===== src/rtl/tape_defs.sv =====
// -----------------------------------------------------------------------------
// tape_defs
// Constants and types shared by the paper-tape decoding path and the
// top-level controller.
//
// Contents:
//   NOTE_START    - byte that opens a note on the tape
//   NOTE_END      - end-of-song marker; the decoder locks out after it
//   ROWS_PER_BYTE - 2-bit rows that make up one byte
//   LAST_ROW      - row_cnt value while the final row of a byte is pending
//   dec_state_t   - decoder state encoding
//   shift_in_row  - shift one row into the low end of the byte accumulator
// -----------------------------------------------------------------------------
package tape_defs;

    localparam logic [7:0] NOTE_START    = 8'h00;
    localparam logic [7:0] NOTE_END      = 8'hFF;
    localparam int         ROWS_PER_BYTE = 4;

    // row_cnt holds the number of rows already collected, so the final row
    // arrives while the counter still reads ROWS_PER_BYTE-1.
    localparam logic [1:0] LAST_ROW = 2'(ROWS_PER_BYTE - 1);

    typedef enum logic [1:0] {
        IDLE     = 2'd0,
        ASSEMBLE = 2'd1,
        DONE     = 2'd2
    } dec_state_t;

    // Left shift: the first row of a byte ends up in bits [7:6] after all
    // four rows have been shifted in (MSB first).
    function automatic logic [7:0] shift_in_row(input logic [7:0] acc,
                                                input logic [1:0] row);
        return {acc[5:0], row};
    endfunction

endpackage


===== src/rtl/tape_strobe_edge.sv =====
// -----------------------------------------------------------------------------
// tape_strobe_edge
// Rising-edge detector for the sprocket (row strobe) track of the tape.
//
// Ports:
//   clk        in   system clock
//   rst        in   synchronous, active-high reset
//   strobe     in   debounced strobe sensor level
//   edge_pulse out  one-cycle pulse on a low-to-high strobe transition
//
// The registered copy resets to 1 so that a strobe already high when reset
// releases is not mistaken for a new row; a real low-to-high transition is
// required before the first row is taken.
// -----------------------------------------------------------------------------
module tape_strobe_edge (
    input  logic clk,
    input  logic rst,
    input  logic strobe,
    output logic edge_pulse
);

    logic strobe_q;

    // NOTE: clocked state uses non-blocking (<=) so every register samples
    // the values from before the clock edge, independent of statement order.
    always_ff @(posedge clk) begin
        if (rst) begin
            strobe_q <= 1'b1;
        end else begin
            strobe_q <= strobe;
        end
    end

    // Combinational on purpose: the row bits are sampled in this same cycle,
    // so the pulse must line up with the sensor inputs, not lag by one.
    assign edge_pulse = strobe & ~strobe_q;

endmodule


===== src/rtl/tape_byte_decoder.sv =====
// -----------------------------------------------------------------------------
// tape_byte_decoder
// Assembles 2-bit rows read from the paper tape into 8-bit note bytes.
// Each strobe rising edge contributes one row (MSB-first); after four rows
// the byte is latched on data_out and announced with a one-cycle flush.
// A partial byte that stalls for ROW_TIMEOUT clocks is dropped with a
// frame_err pulse. Once the end-of-song byte (NOTE_END) has been emitted
// the decoder ignores the tape until reset.
//
// Parameters:
//   ROW_TIMEOUT  clocks allowed between strobes inside a byte
//   TO_W         timeout counter width, 2**TO_W must exceed ROW_TIMEOUT
//
// Ports:
//   clk        in   system clock
//   rst        in   synchronous, active-high reset
//   rl_signal  in   [2] row strobe, [1:0] row data bits (debounced)
//   data_out   out  last completed byte, held until the next flush
//   flush      out  one-cycle pulse, data_out is new from this cycle
//   frame_err  out  one-cycle pulse, a partial byte was discarded
//   end_seen   out  level, NOTE_END has been emitted
//   row_cnt    out  rows collected in the byte currently being built
// -----------------------------------------------------------------------------
module tape_byte_decoder
    import tape_defs::*;
#(
    parameter int ROW_TIMEOUT = 100_000_000,
    parameter int TO_W        = 27
) (
    input  logic       clk,
    input  logic       rst,
    input  logic [2:0] rl_signal,
    output logic [7:0] data_out,
    output logic       flush,
    output logic       frame_err,
    output logic       end_seen,
    output logic [1:0] row_cnt
);

    // Counter value at which a stalled byte is abandoned.
    localparam logic [TO_W-1:0] TO_LAST = TO_W'(ROW_TIMEOUT - 1);

    dec_state_t      state;
    dec_state_t      next_state;

    logic            row_edge;
    logic [1:0]      row;
    logic [7:0]      shift_q;
    logic [7:0]      next_byte;
    logic [TO_W-1:0] to_cnt;

    // Control strobes produced by the next-state logic for the datapath.
    logic            accept_row;
    logic            byte_done;
    logic            timeout_hit;

    // -------------------------------------------------------------------------
    // Strobe edge detection
    // -------------------------------------------------------------------------
    tape_strobe_edge u_strobe_edge (
        .clk        (clk),
        .rst        (rst),
        .strobe     (rl_signal[2]),
        .edge_pulse (row_edge)
    );

    // Row bits are taken in the same cycle as the edge.
    assign row       = rl_signal[1:0];
    assign next_byte = shift_in_row(shift_q, row);

    // -------------------------------------------------------------------------
    // State register
    // -------------------------------------------------------------------------
    always_ff @(posedge clk) begin
        if (rst) begin
            state <= IDLE;
        end else begin
            state <= next_state;
        end
    end

    // -------------------------------------------------------------------------
    // Next-state logic
    // An edge always takes priority over the timeout, so a row arriving on
    // the very last allowed cycle is still accepted.
    // -------------------------------------------------------------------------
    // NOTE: every signal assigned here gets a default first; a path that
    // leaves one unassigned would infer a latch.
    always_comb begin
        next_state  = state;
        accept_row  = 1'b0;
        byte_done   = 1'b0;
        timeout_hit = 1'b0;

        unique case (state)
            IDLE: begin
                // No timeout here: the gap between bytes is unbounded.
                if (row_edge) begin
                    accept_row = 1'b1;
                    next_state = ASSEMBLE;
                end
            end

            ASSEMBLE: begin
                if (row_edge) begin
                    accept_row = 1'b1;
                    if (row_cnt == LAST_ROW) begin
                        byte_done  = 1'b1;
                        next_state = (next_byte == NOTE_END) ? DONE : IDLE;
                    end
                end else if (to_cnt == TO_LAST) begin
                    timeout_hit = 1'b1;
                    next_state  = IDLE;
                end
            end

            DONE: begin
                // End of song: the tape is ignored until reset.
                next_state = DONE;
            end

            default: begin
                next_state = IDLE;
            end
        endcase
    end

    // -------------------------------------------------------------------------
    // Datapath: shift register, row counter, timeout counter, output byte
    // flush and frame_err follow byte_done/timeout_hit by one cycle; the two
    // are mutually exclusive because an edge suppresses the timeout, and a
    // byte can only complete or time out from ASSEMBLE, which is left at once.
    // -------------------------------------------------------------------------
    always_ff @(posedge clk) begin
        if (rst) begin
            // NOTE: the shift register is cleared on reset even though four
            // shifts always overwrite it, so a dropped partial byte never
            // leaks into the next one through a debug view.
            shift_q   <= '0;
            row_cnt   <= '0;
            to_cnt    <= '0;
            data_out  <= NOTE_START;
            flush     <= 1'b0;
            frame_err <= 1'b0;
        end else begin
            flush     <= byte_done;
            frame_err <= timeout_hit;

            if (accept_row) begin
                to_cnt <= '0;
                if (byte_done) begin
                    data_out <= next_byte;
                    shift_q  <= '0;
                    row_cnt  <= '0;
                end else begin
                    shift_q <= next_byte;
                    row_cnt <= row_cnt + 2'd1;
                end
            end else if (timeout_hit) begin
                // Partial byte is discarded; data_out keeps the last good byte.
                shift_q <= '0;
                row_cnt <= '0;
                to_cnt  <= '0;
            end else if (state == ASSEMBLE) begin
                to_cnt <= to_cnt + TO_W'(1);
            end
        end
    end

    // -------------------------------------------------------------------------
    // Output logic
    // -------------------------------------------------------------------------
    always_comb begin
        end_seen = (state == DONE);
    end

endmodule


===== config.mk =====
export PLATFORM = sky130hd
export DESIGN_NAME = tape_byte_decoder
export DESIGN_NICKNAME = d
export VERILOG_FILES = /design/src/rtl/tape_defs.sv /design/src/rtl/tape_strobe_edge.sv /design/src/rtl/tape_byte_decoder.sv
export SDC_FILE = /design/constraint.sdc
export NUM_CORES = 1
export LEC_CHECK = 0
export ABC_AREA = 1
export BUFFER_PORTS_ARGS = -buffer_cell sky130_fd_sc_hd__buf_2
export CORE_UTILIZATION = 55
export CTS_CLUSTER_DIAMETER = 30
export CTS_CLUSTER_SIZE = 12
export DETAILED_ROUTE_END_ITERATION = 12
export PLACE_DENSITY = 0.75
export SKIP_LAST_GASP = 1
export SYNTH_ARGS = -nofsm -noshare
export SYNTH_HDL_FRONTEND = slang
export SYNTH_SLANG_ARGS = --single-unit

===== constraint.sdc =====
create_clock -name clk -period 1.9 [get_ports clk]
set_input_delay 0.285 -clock clk [delete_from_list [all_inputs] [get_ports clk]]
set_output_delay 0.285 -clock clk [all_outputs]
set_load 0.05 [all_outputs]

# Word-level counts from Yosys, hierarchy flattened

Cells that the tools add are included.
W data, S select, Z words.

Bits in registers: 48
Latch bits: 0
RAM bits: 0
Bits in read-only memories: 0
Output and inout port bits: 13
Word-level logic and storage cells: 46
Memories kept: 0

Add/subtract/negate cells: 2
Multiply operators: 0
Div/mod/pow operators: 0
Order comparisons: 0
Equality and inequality tests: 8
Shifts and indexed selects: 0
Mux-type cells: 20
Bitwise gates (word level): 2
Reductions and logical operators: 6

Operator list:

| cell                    | number |
|---|---|
| $add A27 B1 Y27 const B | 1 |
| $eq A27 B27 Y1 const B  | 1 |
| $mux W6                 | 3 |
| $mux W2                 | 8 |
| $eq A8 B8 Y1 const B    | 1 |
| $mux W1                 | 8 |
| $ne A3 B3 Y1 const B    | 2 |
| $pmux W2 S3             | 1 |
| $eq A2 B2 Y1 const B    | 2 |
| $reduce_and A3 Y1       | 1 |
| $reduce_or A3 Y1        | 1 |
| $add A2 B1 Y2 const B   | 1 |
| $eq A2 B1 Y1 const B    | 1 |
| $logic_not A2 Y1        | 1 |
| $ne A2 B2 Y1 const B    | 1 |
| $reduce_and A2 Y1       | 1 |
| $reduce_bool A2 Y1      | 1 |
| $reduce_or A2 Y1        | 1 |
| $and A1 B1 Y1           | 1 |
| $not A1 Y1              | 1 |

# Longest topological paths before layout

Gate-level depths: netlist (run 1).

Depth in word-level cells: 6
Mapped depth: 10
Depth with buffers taken out: 9

# Hierarchy

Synthesis (run 1) repeated with hierarchy kept, for this count alone.

Cells, all modules: 316
Area total of the unflattened synthesis: 2,331.0 µm²

By module, submodules not included:

| module            | times used | cells an instance | area each (µm²) |
|---|---|---|---|
| tape_byte_decoder | 1          | 311               | 2,293.4 |
| tape_strobe_edge  | 1          | 5                 | 37.5 |

# Worst setup path after synthesis (run 1)

OpenSTA, ideal clock, no wires.

Kind: reg-to-reg
From: reg row_cnt[0]
To: reg state[1]
Library setup time: 0.070 ns
Data arrival time: 1.488 ns
Data required time: 1.830 ns
Setup slack: 0.342 ns
Stages on the path, launching flop included: 7
Period minus slack after synthesis: 1.558 ns
Cells stage by stage: dfxtp_1 > ha_1 > nand2_1 > nor2_2 > buf_2 > nand3_1 > a21oi_1

Word-level cells in the longest chain between the ends: 3

RTL lines:

| element                     | line                     | RTL |
|---|---|---|
| from (decl)                 | tape_byte_decoder.sv:37  | `output logic [1:0] row_cnt` |
| from (signal assigned)      | tape_byte_decoder.sv:157 | `row_cnt <= row_cnt + 2'd1;` |
| $eq A2 B2 Y1                | tape_byte_decoder.sv:107 | `if (row_cnt == LAST_ROW) begin` |
| $ne A3 B3 Y1 (no line)      | -                        |  |
| $reduce_and A3 Y1 (no line) | -                        |  |
| to (signal assigned)        | tape_byte_decoder.sv:78  | `state <= next_state;` |
| to (decl)                   | tape_byte_decoder.sv:43  | `dec_state_t state;` |

Every way passes these cells.
A chain may end at the register's enable or synchronous reset.

# Final worst setup path (run 1)

From: reg to_cnt[0]
To: reg to_cnt[20]

Word-level cells in the longest chain between the ends: 5
Elaborated cells on any way between the ends: 6

RTL lines:

| element                                                                 | line                     | RTL |
|---|---|---|
| from (decl)                                                             | tape_byte_decoder.sv:50  | `logic [TO_W-1:0] to_cnt;` |
| from (signal assigned)                                                  | tape_byte_decoder.sv:165 | `to_cnt <= to_cnt + TO_W'(1);` |
| parallel branches: the longest is 5 deep, another holds $add A27 B1 Y27 | -                        |  |

Parallel ways; which one is timed is not known.

==> results, run 1 <==
- The run finished with clean final reports.
- The number of max-slew violations in the final report is 0.
- The combinational fraction of design power is between 3 and 4%.
- For the worst setup path, the data required time is 2.09 ns.
- The number of detailed-route iterations in the first pass is 4.
- The net count after synthesis is roughly 330.
- After detailed routing, the number of vias per cell comes to 5.12.
- The number of design rule violations left after detail routing is 0.
- Entering global routing, the biggest net connects 24 pins.
- The sequential cells in the finished layout cover a total of between 900 and 1000 um2.
- Among the stages of the critical path, the cell type that occurs most often is sky130_fd_sc_hd__nor2_1.
- For this design the top-level I/O count stands at 18.
- In this run the biggest area consumer among cell types represents around two fifths of the synthesized area.
- The signal on the critical path passes through ha_1, nand3_1, nor2_1, nand2_1, nor2_2, nand3_4, nand2_4, nor2_1.
- The slew of the pin with the lowest slew margin is 0.270 ns.
- The final critical path takes up a little under 90% of the cycle.
- The non-filler instance count after layout is roughly 390.
- The share of power burned in registers is about 56%.
- The worst hold slack is roughly 0.18 ns.
- The switching power of the nets is roughly 0.0004 W.
- STA classifies the critical path endpoint as a flop.
- In this run, placement finished with an instance count of between 300 and 400.
- The path category of the worst min-delay check is in2reg.
- Detailed placement finished with a half-perimeter wire length of roughly 3500 um.
- The effective utilization at floorplan is 57.3%.
- In the synthesized netlist, the number of instances is between 300 and 400.
- The area of the placeable core is 4000 um2.
- Setup repair after global routing left no endpoint under its margin.
- The highest clock frequency the design can meet is roughly 600 MHz.
- The number of cells on the worst hold path is 2.
- The later pin in the worst-skew pair is clocked with a latency of around 0.3 ns.
- For this block, the initial DRC count from the detailed router was approximately 120.
- The flop-to-flop setup slack is 0.23 ns.
- The count of max-cap constraint violations is 0.
- The proportion of synthesized flip-flops having asynchronous set or reset is 0%.
- Relative to the synthesized area, the layout overhead comes to 10.9%.
- The via count is ~2000.
- The number of cells upsized or downsized after cts is 0.
- The H-tree depth is 2.
- sky130_fd_sc_hd__dfxtp_1 takes more of the synthesized area than any other cell.
- The overall die height is ~67 um.
- The net count of the finished layout is 348.
- The tree built by TritonCTS fans out to 48 sinks.
- The maximum buffer depth of the clock tree is 2.
- Counting flops and latches in the post-synthesis netlist gives 48.
- After detailed routing, the average wire length per cell comes to around 12 um.
- Averaged over all synthesized cells, the footprint is 7.20 um2.
- Yosys mapped the design onto 29 distinct sky130hd cell types.
- Internal power comes to between 0.001 and 0.0015 W.
- The final total negative setup slack is 0 ns.
- The Yosys step of the flow raised 0 warnings.
- The leakage power is a little over 1 nW.
- Row generation in the floorplan step produced 23 rows.
- Across the routed clock network, the largest skew measured is a little under 0.009 ns.
- For this run the aggregate overflow at the end of global routing stands at 0.
- The netlist area before placement is between 2000 and 2500 um2.
- The antenna violation net count after detailed routing is 0.
- The launch instance of the worst register-to-register path is to_cnt[0]$_SDFFE_PP0P_.
- By instance count, the leading cell after synthesis is sky130_fd_sc_hd__nand2_1.
- Of the total power, the share spent switching nets is 21.8%.
- The power density over the cells is between 700 and 800 nW/um2.
- The fraction of power consumed by the clock network is between 40 and 50%.
- The flip-flop cell with the highest count after synthesis is sky130_fd_sc_hd__dfxtp_1.
- The layout has 362 filler cells.
- The number of setup violations in the final report is 0.
- The maximum fanout encountered on the critical timing path is 23.
- The initial antenna violation count came to 0.
- In this design, the stage delay of the slowest critical-path cell is about 0.37 ns.
- The cell at the slowest stage of the critical path is sky130_fd_sc_hd__dfxtp_1.
- The wire length reported by the detailed router is ~4600 um.
- The number of enable-type register cells in the synthesized netlist is 0.
- The headroom to the max-slew limit is 81.9%.
- Clock-pin slew was measured on the worst setup and hold paths at 0.08 ns.
- The length in cells of the worst reg-to-reg path is 8.
- The signal arrival time at the worst endpoint is 1.85 ns.
- After synthesis, the cell types taking the most area are sky130_fd_sc_hd__dfxtp_1 (42%), sky130_fd_sc_hd__nand2_1 (11%), sky130_fd_sc_hd__nor2_1 (8.7%), sky130_fd_sc_hd__nand3_1 (5.7%), sky130_fd_sc_hd__xor2_1 (5.0%).
- TritonCTS built the clock tree.
- After clock tree synthesis, the flow added hold-fix buffers numbering 0.
- The largest voltage drop on the vdd net is 557 uV.
- The count of input and output buffers is 17.
- The first global-routing pass estimated just over 8000 um of wire.
- At the end of routability-driven placement, the weighted congestion stood at between 0.8 and 0.9.
- The root buffer cell is sky130_fd_sc_hd__clkbuf_8.
- The final critical delay including setup and external delays is about 1.7 ns.
- The worst setup path is launched from a flop.
- The worst hold path begins at rl_signal[2].
- The clock buffer count from CTS is 5.
- The standard cell area after detailed placement is about 2400 um2.
- Sorting the synthesized cells by how often they occur yields sky130_fd_sc_hd__nand2_1 (68), sky130_fd_sc_hd__nor2_1 (53), sky130_fd_sc_hd__dfxtp_1 (48).
- The hold-critical path endpoint is u_strobe_edge.strobe_q$_SDFF_PP1_.
- The setup path with the least slack is of type reg2reg.
- The width of the chip is 66.5 um.
- The overall fraction of global-route tracks in use is 24.4%.
- The number of global-route vias before repair is 1910.
- Once layout is done, the placed cells without fillers occupy approximately 2500 um2.
- The number of antenna diodes in the final layout is 0.
- Of the synthesized area, sequential elements account for between 40% and 50%.
- The count of final hold-check violations is 0.
- The number of setup buffers added after CTS is 0.
- The total area of multi-input combinational cells is about 1200 um2.
- Of the cells placed in the final design, the portion with a size suffix greater than 1 is 14.9%.
- The capture instance of the worst register-to-register path is to_cnt[20]$_SDFFE_PP0P_.
- The floorplan step defined a die boundary enclosing between 4000 and 5000 um2.
==> logic make-up after synthesis <==
kind of cell	count (synthesis)	synth area share, %
DFF	48	41.9
xor gates and xnor gates	18	6.88
and+or+nand+nor	180	35.9
AOI/OAI and AO/OA	31	7.05
adders and majority gates	2	1.09
buffers and inverters	39	7.10
==> worst max path at each step <==
stage / startpoint / to / slack, ns
after global routing: to_cnt[0]$_SDFFE_PP0P_ / to_cnt[20]$_SDFFE_PP0P_ / 0.06
after global placement: to_cnt[0]$_SDFFE_PP0P_ / to_cnt[19]$_SDFFE_PP0P_ / 0.28
final: to_cnt[0]$_SDFFE_PP0P_ / to_cnt[20]$_SDFFE_PP0P_ / 0.23
after floorplan: row_cnt[0]$_SDFFE_PP0P_ / state[1]$_SDFFE_PP0P_ / 0.34
after detailed placement: to_cnt[0]$_SDFFE_PP0P_ / to_cnt[20]$_SDFFE_PP0P_ / 0.23
after CTS: to_cnt[0]$_SDFFE_PP0P_ / to_cnt[20]$_SDFFE_PP0P_ / 0.22
==> worst max-delay path, delay by kind of cell, from the launching register on <==
kind          cells  cell delay, ns
fa+ha+maj         1            0.20
simple gates      7            0.96
flops             1            0.37
==> power by group through the flow <==
stage	registers, W	logic [W]	clock network [W]
2_1_floorplan	0.00104	0.0000452	0
3_3_place_gp	0.00104	0.0000649	0
3_5_place_dp	0.00104	0.0000653	0
4_1_cts	0.00102	0.0000661	0.000748
5_1_grt	0.00102	0.0000730	0.000788
6_report	0.00102	0.0000652	0.000732
==> sequential cells by signal, summed over array words and instances, names as in the netlist <==
register                cells
shift_q                     6
state                       2
row_cnt                     2
flush                       1
data_out                    8
to_cnt                     27
frame_err                   1
u_strobe_edge.strobe_q      1
==> per-layer routing <==
metal  track usage [%]  vias to the layer above  wire, um
met5                 0                        -         0
met4              9.84                        0        71
met3              5.99                        5       175
met2              42.2                       30      2210
met1              28.5                      905      2180
li1                  -                     1067         -
==> layout by cell type (no fill, tap or decap), types with 2 or more instances in the layout <==
cell type                  count
sky130_fd_sc_hd__ha_1          2
sky130_fd_sc_hd__xnor2_1       5
sky130_fd_sc_hd__inv_2         7
sky130_fd_sc_hd__a21oi_1      15
sky130_fd_sc_hd__xor2_1       13
sky130_fd_sc_hd__nand2_1      68
sky130_fd_sc_hd__nor4_1        3
sky130_fd_sc_hd__dfxtp_1      48
sky130_fd_sc_hd__nand3_2       2
sky130_fd_sc_hd__nor2_2        7
sky130_fd_sc_hd__nor2_4        3
sky130_fd_sc_hd__nand3_1      26
sky130_fd_sc_hd__clkbuf_8      5
sky130_fd_sc_hd__buf_4         3
sky130_fd_sc_hd__buf_2        17
sky130_fd_sc_hd__inv_1        27
sky130_fd_sc_hd__nor3_1        5
sky130_fd_sc_hd__nor2_1       53
sky130_fd_sc_hd__o21ai_0      13
sky130_fd_sc_hd__nand4_1       8
==> stage by stage <==
stage	utilization, %	worst slack (ns)	total power [W]
CTS	63.5	0.216	0.00183
floorplan	-	0.342	0.00109
global placement	60.7	0.280	0.00111
detailed placement	60.7	0.235	0.00111
finish	63.5	0.232	0.00181
global route	63.5	0.0594	0.00188
==> final cells by class <==
cell class                      count  share of cell area (%)
Multi-Input combinational cell    231                    45.9
Sequential cell                    48                    37.8
Inverter                           35                    5.17
Timing Repair Buffer               20                    4.23
Clock buffer                        5                    2.71
Tap cell                           50                    2.46
Clock inverter                      3                    1.67
(Power assumes the default switching activity.)
==> run 2: changes to the inputs <==
RECOVER_POWER = 25   (was default)
==> run 2 against run 1 <==
Hold slack better by 0.00077 ns. Count of clock-buffer cells in the layout stayed put. Worst setup slack worse by 0.0013 ns. Sequential cell count unchanged. Total power is 0.14% lower. Core utilization decreased by 0.56 points. Via count is essentially flat. First-iteration DRC count down 7.6%. Cell count did not move. Register-to-register slack is essentially flat. Wire length decreased by 0.28%. Cell area shrank 0.89%.
==> results, run 2 (synthesis gave the netlist of run 1 again) <==
- The clock buffer count from CTS came to 5 (unchanged).
- The number of setup violations in the final report is 0 (unchanged).
- The slew of the pin with the lowest slew margin is 0.600 ns (+0.330 ns).
- The final total negative setup slack was 0 ns (unchanged).
- The number of cells upsized or downsized after cts is 0 (unchanged).
- The number of nets in the final layout is 348 (unchanged).
- The number of detailed-route iterations in the first pass is 4 (unchanged).
- The path type of the worst setup path is reg2reg.
- The largest voltage drop on the vdd net is 553 uV (-0.80%).
- The flop-to-flop setup slack came to 0.23 ns (about the same).
- The initial antenna violation count came to 0 (unchanged).
- The cell area after layout is 2520 um2 (-0.89%).
- The clock slew seen by the registers of the worst setup and hold paths is 0.08 ns (about the same).
- The sink count of the clock tree came to 48 (unchanged).
- The largest register by flop count is to_cnt.
- The switching share of total power was 21.7% (-0.064 points).
- The switching power of the nets was 0.000393 W (-0.43%).
- The fraction of met3 tracks used by global routing is 5.99% (unchanged).
- The wire length reported by the detailed router is 4620 um (-0.28%).
- The run finished with clean final reports.
- Setup repair after global routing left no endpoint under its margin.
- The most common library cell in the layout ignoring fill and taps is sky130_fd_sc_hd__nand2_1.
- The global-route wire length before repair is 8200 um (unchanged).
- In the layout the commonest cells are sky130_fd_sc_hd__nand2_1 (68), sky130_fd_sc_hd__nor2_1 (54), sky130_fd_sc_hd__dfxtp_1 (48).
- The placement row count is 23 (unchanged).
- The post-place setup slack is 0.235 ns (unchanged).
- The number of cells after detailed placement is 384 (unchanged).
- The number of max-slew violations in the final report came to 0 (unchanged).
- The average wire per standard cell is 11.8 um (-0.28%).
- The number of global-route vias before repair is 1910 (unchanged).
- The maximum fanout encountered on the critical timing path is 23 (unchanged).
- The leakage power was 0.952 nW (-5.9%).
- The worst hold path belongs to the class in2reg.
- The aggregate global routing overflow is 0 (unchanged).
- The endpoint kind of the worst setup timing path is a flop.
- The number of primary I/O pins is 18 (unchanged).
- In the final layout, the registers with the most flip-flops are to_cnt x27, data_out x8, shift_q x6.
- The worst clock skew is 0.00815 ns (-0.000590 ns).
- The signal arrival time at the worst endpoint is 1.85 ns (about the same).
- The startpoint identified for the worst register-to-register timing path is to_cnt[0]$_SDFFE_PP0P_.
- The met2 capacity usage during global routing is 42.2% (unchanged).
- The share of power burned in registers is 56.2% (about the same).
- The fraction of power consumed by the clock network is 40.3% (about the same).
- Counting stages on the worst path, the most repeated cell is sky130_fd_sc_hd__nor2_1.
- The count of max-cap constraint violations came to 0 (unchanged).
- The via count is 2005 (-0.10%).
- The width of the chip is 66.5 um (unchanged).
- The required time of the worst setup path came to 2.09 ns (about the same).
- The non-filler instance count after layout is 392 (unchanged).
- The share of the clock period used by the worst path was 87.9% (about the same).
- The largest stage delay on the critical path came to 0.37 ns (about the same).
- The flip-flop count of the largest register, all copies and words added was 27 (unchanged).
- The startpoint kind of the worst setup timing path is a flop.
- Traced cell by cell, the critical path runs through ha_1, nand3_1, nor2_1, nand2_1, nor2_2, nand3_4, nand2_4, nor2_1.
- The overall die area is 4430 um2 (unchanged).
- The count of input and output buffers is 17 (unchanged).
- The met1 track demand over resource was 28.5% (unchanged).
- The antenna violation net count after detailed routing came to 0 (unchanged).
- The effective utilization at floorplan came to 57.3% (unchanged).
- The highest clock frequency the design can meet came to 599 MHz (about the same).
- The post-layout worst setup margin came to 0.230 ns (-0.00129 ns).
- The standard cell area after detailed placement was 2430 um2 (unchanged).
- The latest clock arrival within the worst-skew pair is 0.30 ns (about the same).
- The number of setup buffers added after CTS came to 0 (unchanged).
- The per-cell via count in the routed design is 5.11 (about the same).
- The headroom to the max-slew limit is 60.2% (-22 points).
- The CTS tree is done.
- The pin count of the biggest net entering global routing came to 24 (unchanged).
- The weighted congestion at the end of routability-driven global placement is 0.852 (unchanged).
- The cell class contributing the biggest share of worst-path delay is simple AND/OR/NAND/NOR gates.
- The internal cell power is 0.00142 W (about the same).
- The overall fraction of global-route tracks in use is 24.4% (unchanged).
- Compared with the post-synthesis result, the final layout area differs by 9.94%.
- The worst hold path begins at rl_signal[2].
- The antenna cell count was 0 (unchanged).
- The count of final hold-check violations is 0 (unchanged).
- The launch point of the critical path is to_cnt[0]$_SDFFE_PP0P_.
- The overall die height is 66.5 um (unchanged).
- The total buffers and inverters traversed by the critical path is 0 (unchanged).
- The share of cells above drive strength 1 was 10.5% (-4.4 points).
- The final critical delay including setup and external delays is 1.67 ns (+0.00129 ns).
- The power density over the cells is 719 nW/um2 (+0.75%).
- After global routing, the most crowded layer is met2.
- The maximum buffer depth of the clock tree is 2 (unchanged).
- The area of the placeable core came to 4000 um2 (unchanged).
- The cell at the slowest stage of the critical path is sky130_fd_sc_hd__dfxtp_1.
- The number of design rule violations left after detail routing is 0 (unchanged).
- The final HPWL from detailed placement came to 3470 um (unchanged).
- The number of hold buffers added after CTS is 0 (unchanged).
- The initial detailed-routing violation count is 110 (-7.6%).
- The combinational fraction of design power came to 3.5% (about the same).
- The tree is rooted in a sky130_fd_sc_hd__clkbuf_8.
- The H-tree depth came to 2 (unchanged).
==> run 2: power by group through the flow <==
| stage | registers (W) | logic, W | clock network, W |
|---|---|---|---|
| after floorplan | 0.00104 | 0.0000452 | 0 |
| after global placement | 0.00104 | 0.0000649 | 0 |
| after detailed placement | 0.00104 | 0.0000653 | 0 |
| after CTS | 0.00102 | 0.0000661 | 0.000748 |
| final | 0.00102 | 0.0000642 | 0.000730 |
| after global routing | 0.00102 | 0.0000722 | 0.000788 |
==> run 2: final cells by class <==
type                            instances  area [um2]
Clock buffer                            5        68.8
Clock inverter                          3        42.5
Fill cell                             368        1480
Inverter                               35         131
Multi-Input combinational cell        231        1160
Sequential cell                        48         961
Tap cell                               50        62.6
Timing Repair Buffer                   20        87.6
==> run 2: per-layer routing <==
layer	vias to the layer above	wire length, um
met4	0	81
met5	-	0
met3	7	139
met2	31	2220
li1	1066	-
met1	901	2180
==> run 2: path summary, 6_finish.rpt <==
path	to	depth (start not counted)
max	to_cnt[20]$_SDFFE_PP0P_	8
min reg2reg	data_out[4]$_SDFFE_PP0P_	2
max reg2reg	to_cnt[20]$_SDFFE_PP0P_	8
min	u_strobe_edge.strobe_q$_SDFF_PP1_	2
==> run 2: metrics by stage <==
step                hold slack, ns  total power (W)  utilization (%)
finish                       0.179          0.00181             63.0
global route                 0.173          0.00188             63.0
CTS                          0.172          0.00183             63.5
detailed placement           0.462          0.00111             60.7
global placement             0.456          0.00111             60.7
floorplan                    0.354          0.00109                -
==> run 3: changes to the inputs <==
clock period = 1.8 ns   (was 1.9 ns; I/O delays follow)
==> run 3 against run 2 <==
Fmax up 2.9%. Critical path type unchanged. Highest routed layer unchanged. Largest cell class unchanged. Register-to-register slack worse by 0.05 ns. Sequential cell count unchanged. Combinational power up 8.9%. Cell count up 0.51%.
==> results, run 3 (synthesis gave the netlist of run 1 again) <==
- The run finished with clean final reports.
- The count of final hold-check violations is 0 (unchanged).
- The share of the clock period used by the worst path is 90.1% (+2.3 points).
- The slew of the pin with the lowest slew margin is 0.611 ns (+0.0118 ns).
- The wire length reported by the detailed router is 4720 um (+2.1%).
- The number of max-slew violations in the final report was 0 (unchanged).
- The largest voltage drop on the vdd net is 506 uV (-8.5%).
- The final total negative setup slack was 0 ns (unchanged).
- The number of detailed-route iterations in the first pass is 4 (unchanged).
- The via count is 2043 (+1.9%).
- The overall die area was 4430 um2 (unchanged).
- The count of max-cap constraint violations is 0 (unchanged).
- Setup repair after global routing left no endpoint under its margin.
- The worst setup path is of the reg2reg kind.
- The path category of the worst min-delay check is in2reg.
- The aggregate global routing overflow came to 0 (unchanged).
- The antenna cell count came to 0 (unchanged).
- The overall die height is 66.5 um (unchanged).
- The area of the placeable core is 4000 um2 (unchanged).
- The per-cell via count in the routed design came to 5.19 (+1.4%).
- The share of cells above drive strength 1 is 11.3% (+0.81 points).
- TritonCTS built the clock tree.
- The H-tree depth is 2 (unchanged).
- The highest clock frequency the design can meet is 616 MHz (+2.9%).
- The headroom to the max-slew limit came to 59.4% (-0.78 points).
- The startpoint kind of the worst setup timing path is a flop.
- The number of nets in the final layout is 350 (+0.57%).
- The required time of the worst setup path was 2.00 ns (-0.09 ns).
- The sink count of the clock tree is 48 (unchanged).
- The utilization after layout is 63.9% (+0.94 points).
- The clock slew seen by the registers of the worst setup and hold paths is 0.09 ns (about the same).
- The number of setup violations in the final report was 0 (unchanged).
- The power density over the cells is 768 nW/um2 (+6.8%).
- The clock buffer count from CTS is 5 (unchanged).
- The final HPWL from detailed placement came to 3530 um (+1.8%).
- The width of the chip is 66.5 um (unchanged).
- The overall fraction of global-route tracks in use is 24.1% (-0.29 points).
- The worst setup path is captured at a flop.
- The maximum buffer depth of the clock tree is 2 (unchanged).
- The library cells used most frequently in the layout, excluding fill and tap cells, are sky130_fd_sc_hd__nand2_1 (68), sky130_fd_sc_hd__nor2_1 (54), sky130_fd_sc_hd__dfxtp_1 (48).
- The number of design rule violations left after detail routing was 0 (unchanged).
- The final critical delay including setup and external delays is 1.62 ns (-0.0473 ns).
- The antenna violation net count after detailed routing was 0 (unchanged).
- Counting flops per register, the top entry is to_cnt.
- The most common library cell in the layout ignoring fill and taps is sky130_fd_sc_hd__nand2_1.
- The count of input and output buffers is 17 (unchanged).
- The initial detailed-routing violation count is 108 (-1.8%).
- The worst clock skew is 0.00943 ns (+0.00128 ns).
- The average wire per standard cell is 12.0 um (+1.6%).
- The worst hold slack is 0.156 ns (-0.0223 ns).
- The global-route wire length before repair came to 8000 um (-2.4%).
- The root buffer cell chosen for the clock tree is sky130_fd_sc_hd__clkbuf_8.
- Compared with the post-synthesis result, the final layout area differs by 11.6%.
- The maximum fanout encountered on the critical timing path was 5 (-78%).
- The signal arrival time at the worst endpoint is 1.82 ns (-0.03 ns).
- The number of global-route vias before repair is 1828 (-4.3%).
- The weighted congestion at the end of routability-driven global placement is 0.836 (-1.9%).
- The number of primary I/O pins is 18 (unchanged).
- The latest clock arrival within the worst-skew pair is 0.31 ns (about the same).
- The leakage power is 0.976 nW (+2.5%).
- The initial antenna violation count came to 0 (unchanged).
- The flip-flop count of the largest register, all copies and words added is 27 (unchanged).
- The pin count of the biggest net entering global routing is 24 (unchanged).
- The effective utilization at floorplan is 57.3% (unchanged).
- The filler cell count is 363 (-1.4%).
- The placement row count was 23 (unchanged).
- In the final layout, the registers with the most flip-flops are to_cnt x27, data_out x8, shift_q x6.
run 3: changes by cell type in the layout (fill, tap and decap cells not counted), sizes merged:
cell	before	now
buf	6	9
clkinvlp	1	0
run 3: worst paths after layout:
path,from,end,slack (ns),cells after the start
setup / recovery,to_cnt[0]$_SDFFE_PP0P_,to_cnt[20]$_SDFFE_PP0P_,0.18,7
hold / removal,rl_signal[2],u_strobe_edge.strobe_q$_SDFF_PP1_,0.16,2
setup reg to reg,to_cnt[0]$_SDFFE_PP0P_,to_cnt[20]$_SDFFE_PP0P_,0.18,7
hold reg to reg,data_out[4]$_SDFFE_PP0P_,data_out[4]$_SDFFE_PP0P_,0.48,2
run 3: worst max-delay path, cell delays in order (launching register included):
cell                      delay, ns
sky130_fd_sc_hd__dfxtp_1       0.38
sky130_fd_sc_hd__ha_1          0.21
sky130_fd_sc_hd__nand3_1       0.17
sky130_fd_sc_hd__nor2_4        0.17
sky130_fd_sc_hd__nand3_2       0.16
sky130_fd_sc_hd__nor2_2        0.21
sky130_fd_sc_hd__xnor2_1       0.15
sky130_fd_sc_hd__nor2_1        0.06
run 3: final cells by class:
cell class | instances | area [um2] | share of cell area (%)
multi-input combinational | 231 | 1170 | 45.9
sequential | 48 | 961 | 37.6
inverter | 35 | 131 | 5.14
timing repair buffer | 22 | 106 | 4.16
clock buffer | 6 | 82.6 | 3.23
tap | 50 | 62.6 | 2.45
clock inverter | 2 | 38.8 | 1.52
run 3: repair_timing:
action,CTS,global route
setup endpoints to repair,0,10
resized for setup,0,1
hold buffers,0,0
buffers inserted,0,0
endpoints found under the hold margin,0,0
run 3: per-layer routing:
metal	GRT usage (%)	part of all wire, %	vias up
li1	-	-	1068
met1	29.3	46	930
met2	40.4	49	40
met3	6.51	3.8	5
met4	8.51	1.0	0
met5	0	0	-
run 3: stage by stage:
step / setup WS, ns / instances / cell area, um2 / power, W
6_report: 0.178 / 394 / 2560 / 0.00196
5_1_grt: 0.0353 / 394 / 2560 / 0.00203
4_1_cts: 0.0878 / 394 / 2570 / 0.00198
3_5_place_dp: 0.101 / 386 / 2440 / 0.00117
3_3_place_gp: 0.175 / 386 / 2440 / 0.00117
2_1_floorplan: 0.242 / 318 / 2290 / 0.00115
run 3: report_power, final:
group / total, W / switching, W / internal (W) / leakage (nW)
logic: 0.0000699 / 0.0000505 / 0.0000195 / 0.527
registers: 0.00107 / 0.00000601 / 0.00107 / 0.387
clock network: 0.000820 / 0.000366 / 0.000454 / 0.0614
total: 0.00196 / 0.000422 / 0.00154 / 0.976
